### src/rtl/branch_pred_chooser.sv
// Tournament chooser: per-PC saturating confidence counters pick one of NUM_PRED
// component predictions at lookup and are trained against the actual outcome at resolve.
module branch_pred_chooser #(
   parameter int NUM_PRED = 2,
   parameter int IDX_W    = 4,
   parameter int CONF_W   = 2,
   parameter int CNT_W    = 16
) (
   input  logic                clk,
   input  logic                rst,
   input  logic                lookup_valid,
   input  logic [31:0]         lookup_pc,
   input  logic [NUM_PRED-1:0] lookup_pred,
   output logic                pred_valid,
   output logic                pred_taken,
   output logic [2:0]          pred_sel,
   input  logic                res_valid,
   input  logic [31:0]         res_inst,
   input  logic [31:0]         res_pc,
   input  logic                res_taken,
   input  logic [NUM_PRED-1:0] res_pred,
   input  logic                res_final,
   output logic                hit_valid,
   output logic [NUM_PRED-1:0] hit_vec,
   output logic                final_hit,
   output logic [CNT_W-1:0]    branch_cnt,
   output logic [CNT_W-1:0]    mispred_cnt
);

   // Requests are single-cycle valid pulses with no ready: every asserted valid is
   // accepted on that edge, and each result valid is high for exactly one cycle after it.

   localparam int                DEPTH     = 1 << IDX_W;
   localparam logic [CONF_W-1:0] CONF_MAX  = '1;
   localparam logic [CONF_W-1:0] CONF_INIT = CONF_W'(1 << (CONF_W - 1));
   localparam logic [CNT_W-1:0]  CNT_MAX   = '1;
   localparam logic [6:0]        OP_BRANCH = 7'b1100011;

   typedef logic [NUM_PRED-1:0][CONF_W-1:0] entry_t;

   entry_t              conf [DEPTH];
   logic [IDX_W-1:0]    lk_idx;
   logic [IDX_W-1:0]    rs_idx;
   logic                is_branch;
   entry_t              lk_entry;
   logic [2:0]          best_sel;
   logic [CONF_W-1:0]   best_conf;
   logic                best_taken;
   entry_t              rs_entry;
   entry_t              rs_next;
   logic [NUM_PRED-1:0] rs_hit;
   logic                unused_bits;

   assign lk_idx      = lookup_pc[IDX_W+1:2];
   assign rs_idx      = res_pc[IDX_W+1:2];
   assign is_branch   = res_valid && (res_inst[6:0] == OP_BRANCH);
   assign unused_bits = ^{lookup_pc[31:IDX_W+2], lookup_pc[1:0],
                          res_pc[31:IDX_W+2], res_pc[1:0], res_inst[31:7]};

   // Strictly-greater compare keeps the lowest index on ties.
   always_comb begin
      lk_entry   = conf[lk_idx];
      best_sel   = 3'd0;
      best_conf  = lk_entry[0];
      best_taken = lookup_pred[0];
      for (int i = 1; i < NUM_PRED; i++) begin
         if (lk_entry[i] > best_conf) begin
            best_sel   = 3'(i);
            best_conf  = lk_entry[i];
            best_taken = lookup_pred[i];
         end
      end
   end

   always_comb begin
      rs_entry = conf[rs_idx];
      rs_hit   = ~(res_pred ^ {NUM_PRED{res_taken}});
      rs_next  = rs_entry;
      for (int i = 0; i < NUM_PRED; i++) begin
         if (rs_hit[i]) begin
            if (rs_entry[i] != CONF_MAX) rs_next[i] = rs_entry[i] + 1'b1;
         end else begin
            if (rs_entry[i] != '0) rs_next[i] = rs_entry[i] - 1'b1;
         end
      end
   end

   // Lookup reads the registered table, so a same-cycle resolve is seen one cycle later.
   always_ff @(posedge clk or posedge rst) begin
      if (rst) begin
         for (int e = 0; e < DEPTH; e++) begin
            conf[e] <= {NUM_PRED{CONF_INIT}};
         end
      end else if (is_branch) begin
         conf[rs_idx] <= rs_next;
      end
   end

   always_ff @(posedge clk or posedge rst) begin
      if (rst) begin
         pred_valid  <= 1'b0;
         pred_taken  <= 1'b0;
         pred_sel    <= 3'd0;
         hit_valid   <= 1'b0;
         hit_vec     <= '0;
         final_hit   <= 1'b0;
         branch_cnt  <= '0;
         mispred_cnt <= '0;
      end else begin
         pred_valid <= lookup_valid;
         if (lookup_valid) begin
            pred_sel   <= best_sel;
            pred_taken <= best_taken;
         end
         hit_valid <= is_branch;
         if (is_branch) begin
            hit_vec   <= rs_hit;
            final_hit <= (res_final == res_taken);
            if (branch_cnt != CNT_MAX) branch_cnt <= branch_cnt + 1'b1;
            if ((res_final != res_taken) && (mispred_cnt != CNT_MAX)) begin
               mispred_cnt <= mispred_cnt + 1'b1;
            end
         end else if (res_valid) begin
            final_hit <= 1'b0;
         end
      end
   end

endmodule

### config.mk
export PLATFORM = sky130hd
export DESIGN_NAME = branch_pred_chooser
export DESIGN_NICKNAME = d
export VERILOG_FILES = /design/src/rtl/branch_pred_chooser.sv
export SDC_FILE = /design/constraint.sdc
export NUM_CORES = 1
export LEC_CHECK = 0
export ABC_AREA = 1
export BUFFER_PORTS_ARGS = -buffer_cell sky130_fd_sc_hd__buf_2
export CAP_MARGIN = 20
export CELL_PAD_IN_SITES_DETAIL_PLACEMENT = 1
export CELL_PAD_IN_SITES_GLOBAL_PLACEMENT = 1
export CORE_MARGIN = 4
export CORE_UTILIZATION = 25
export DETAILED_ROUTE_END_ITERATION = 8
export GPL_TIMING_DRIVEN = 0
export PLACE_DENSITY = 0.61
export SYNTH_ARGS = -nofsm -noshare
export SYNTH_HDL_FRONTEND = slang
export SYNTH_SLANG_ARGS = --single-unit
### constraint.sdc
create_clock -name clk -period 4.7 [get_ports clk]
set_input_delay 0.705 -clock clk [delete_from_list [all_inputs] [get_ports clk]]
set_output_delay 0.705 -clock clk [all_outputs]
set_load 0.02 [all_outputs]
==> impl_metrics.env <==
export IMPL_status="finished clean"
export IMPL_r2r_end="pred_taken$_DFFE_PP0P_"
export IMPL_synthFlopType="dfrtp_1"
export IMPL_setup_slack_ps=1610
export IMPL_die_x_um=166
export IMPL_cts_root_buf="clkbuf_16"
export IMPL_ys_seq_area_share_pct=42.1
export IMPL_grt_first_pass_wirelength_mm=35.1
export IMPL_grt_start_max_net_pins=54
export IMPL_crit_path_start_kind="input port"
export IMPL_die_y_um=166
export IMPL_max_freq_mhz=324
export IMPL_syn_to_final_growth_pct=16.9
export IMPL_finalSetupTns_ps=0
export IMPL_hold_violations=0
export IMPL_grt_overflow=0
export IMPL_powerDensity_mw_per_mm2=271
export IMPL_critPathTopFamily="buffers and inverters"
export IMPL_dp_hpwl_mm=16.0
export IMPL_dp_slack_ps=1290
export IMPL_p_leak_nw=3.58
export IMPL_nets=1044
export IMPL_final_cells=1263
export IMPL_crit_path_end_kind="flop"
export IMPL_drt_wirelength_per_cell_um=17.2
export IMPL_max_slew_worst_pin_slew_ps=709
export IMPL_rsz0062_at_grt="no"
export IMPL_fill_cells=3095
export IMPL_slowest_delay_ps=530
export IMPL_coreArea_mm2=0.0244
export IMPL_peakVddDrop_mv=0.149
export IMPL_postSynthAreaPerCell_um2=7.23
export IMPL_setup_violations=0
export IMPL_cp_max_fo=10
export IMPL_min_period_over_period_pct=65.7
export IMPL_rows=57
export IMPL_required_ps=4980
export IMPL_initial_core_util_pct=25.5
export IMPL_first_global_vias=6083
export IMPL_cts_made_buffers=9
export IMPL_drt_iter0_markers=321
export IMPL_dpl_cell_area_mm2=0.00696
export IMPL_ys_seq_elements=103
export IMPL_synth_cell_types=36
export IMPL_path_cells="buf_2 > clkbuf_1 > buf_1 > a21oi_1 > o21ai_0 > o211ai_1 > o211ai_1 > nand2_1 > ha_1 > inv_1 > o21ai_0 > nand2_1 > a31oi_1"
export IMPL_path_buf_inv=4
export IMPL_ff2ff_path_depth=12
export IMPL_io_pins=147
export IMPL_dr_pass1_iters=4
export IMPL_multiInputGateArea_mm2=0.00306
export IMPL_design_area_mm2=0.00727
export IMPL_ant_nets=0
export IMPL_dp_cells=1247
export IMPL_clk_pin_slew_worst_paths_ps=80
export IMPL_maxSlewHeadroom_pct=52.7
export IMPL_clkLatencyLatePin_ps=370
export IMPL_track_usage_pct=16.2
export IMPL_synth_cells=860
export IMPL_cts_resized_gates=0
export IMPL_cts_setup_buffers=0
export IMPL_antenna_found_initial=0
export IMPL_async_reset_ff_share_pct=100
export IMPL_cap_viol_max_count=0
export IMPL_fin_skew_ps=11.0
export IMPL_cts_sinks=103
export IMPL_syn_area_mm2=0.00622
export IMPL_vias=5739
export IMPL_min_period_ps=3090
export IMPL_remaining_drc_errors=0
export IMPL_r2r_setup_slack_ps=2480
export IMPL_worstSetupPathType="in -> reg"
export IMPL_place_gp_congestion=0.833
export IMPL_wl_mm=21.7
export IMPL_cts_tree="done"
export IMPL_dieArea_mm2=0.0275
export IMPL_antennaDiodeCount=0
export IMPL_synth_edf_count=0
export IMPL_r2r_start="conf[9]$_DFFE_PP1P_"
export IMPL_cp_slowest_cell="buf_1"
export IMPL_slew_viol_final=0
export IMPL_port_buffers=61
export IMPL_worstHoldPathType="in -> async"
export IMPL_hold_ws_ps=443
export IMPL_detail_route_vias_per_cell=4.54
export IMPL_regArea_mm2=0.00262
export IMPL_cts_buffer_depth=2
export IMPL_ys_warn_count=0
export IMPL_layout_drive_gt1_share_pct=17.7
export IMPL_holdBufCountCts=0
export IMPL_h_tree_depth=3
export IMPL_arrival_ps=3370
==> metrics by stage <==
stage	utilization, %	total power [mW]
after floorplan	-	1.09
after global placement	28.4	1.19
after detailed placement	28.5	1.19
after CTS	29.8	2.00
after global routing	29.8	2.07
final	29.8	1.97
==> flip-flops by register name (all words and copies together), names as in the netlist <==
name and flops:
pred_valid 1, conf 64, final_hit 1, mispred_cnt 16
hit_vec 2, pred_taken 1, hit_valid 1, pred_sel 1
branch_cnt 16
==> Yosys cell counts, types with 2 or more instances <==
| cell | count | share of area, % |
|---|---|---|
| a21oi_1 | 20 | 1.6 |
| nand3_1 | 70 | 5.6 |
| buf_2 | 9 | 0.72 |
| dfrtp_1 | 71 | 29 |
| inv_2 | 4 | 0.24 |
| nor3_1 | 16 | 1.3 |
| mux2i_1 | 13 | 2.1 |
| o21ai_1 | 2 | 0.16 |
| nand2_2 | 9 | 0.91 |
| nor4_1 | 4 | 0.40 |
| buf_6 | 8 | 1.4 |
| nor3_2 | 5 | 0.81 |
| clkbuf_1 | 6 | 0.36 |
| xor2_1 | 20 | 2.8 |
| buf_4 | 7 | 0.85 |
| nand4_1 | 6 | 0.60 |
| nor2_1 | 35 | 2.1 |
| xnor2_1 | 11 | 1.5 |
| o21ai_0 | 34 | 2.7 |
| nand2_1 | 359 | 22 |
| inv_1 | 80 | 4.8 |
| ha_1 | 4 | 0.81 |
| nor2_2 | 8 | 0.81 |
| o211ai_1 | 16 | 1.9 |
| dfstp_2 | 32 | 14 |
==> cell usage in the layout, fill, tap and decap left out, drive strengths merged <==
cell type  synthesis  routed
o211ai            16      16
dfrtp             71      71
nor3              21      21
ha                 4       4
conb               1       2
xor2              20      20
bufinv             0       1
clkinvlp           0       1
o21bai             1       1
clkbuf             6      15
a21oi             20      20
nand3             70      70
clkinv             0       2
inv               84      87
a31oi              1       1
nand4              6       6
nor4               4       4
o21ai             37      37
nor3b              1       1
dfstp             32      32
and2               1       1
buf               26      88
nor2              44      44
mux2i             13      13
nand3b             1       1
xnor2             11      11
nand2            369     369
==> worst max-delay path by stage <==
stage,startpoint,end,cells after the start
6_report,lookup_pc[3],pred_taken$_DFFE_PP0P_,13
5_1_grt,lookup_pc[3],pred_taken$_DFFE_PP0P_,13
4_1_cts,lookup_pc[3],pred_taken$_DFFE_PP0P_,13
3_5_place_dp,lookup_pc[3],pred_taken$_DFFE_PP0P_,13
3_3_place_gp,rst,conf[30]$_DFFE_PP0P_,2
2_1_floorplan,rst,branch_cnt[0]$_DFFE_PP0P_,1
==> worst register-to-register path, cell delays in order (launching register included) <==
cell,delay [ps]
dfstp_2,580
inv_1,50
a21oi_1,110
o21ai_0,110
o211ai_1,150
nand3_1,110
nand2_1,70
inv_1,40
ha_1,260
inv_1,40
o21ai_0,330
nand2_1,90
a31oi_1,190
==> power by group <==
group	switching (mW)	total, mW	internal, mW
sequential	0.0175	0.922	0.904
clock	0.375	0.796	0.421
combinational	0.180	0.251	0.0718
==> kinds of logic after synthesis <==
kind of cell    Yosys count  synth area share (%)
buf+inv                 116                  8.75
xor+xnor                 31                  4.37
simple gates            517                  35.0
compound gates           75                  6.80
mux                      13                  2.09
other cells               1                0.0603
flops                   103                  42.1
fa+ha+maj                 4                 0.805
==> final cells by class <==
class,count,area share (%)
inverter,84,4.37
buffer,32,3.15
clock inverter,7,1.10
sequential,103,36.0
timing repair buffer,62,4.58
multi-input combinational,642,42.1
tap,324,5.58
clock buffer,9,3.10
==> metal layers <==
| metal | vias up | share of wire (%) | GRT usage [%] |
|---|---|---|---|
| met2 | 95 | 45 | 25.0 |
| met3 | 16 | 3.8 | 2.96 |
| met4 | 0 | 1.4 | 4.63 |
| met5 | - | 0 | 0 |
| met1 | 2764 | 50 | 23.3 |
| li1 | 2864 | - | - |
Note: power is estimated with default switching activity, not from simulation.
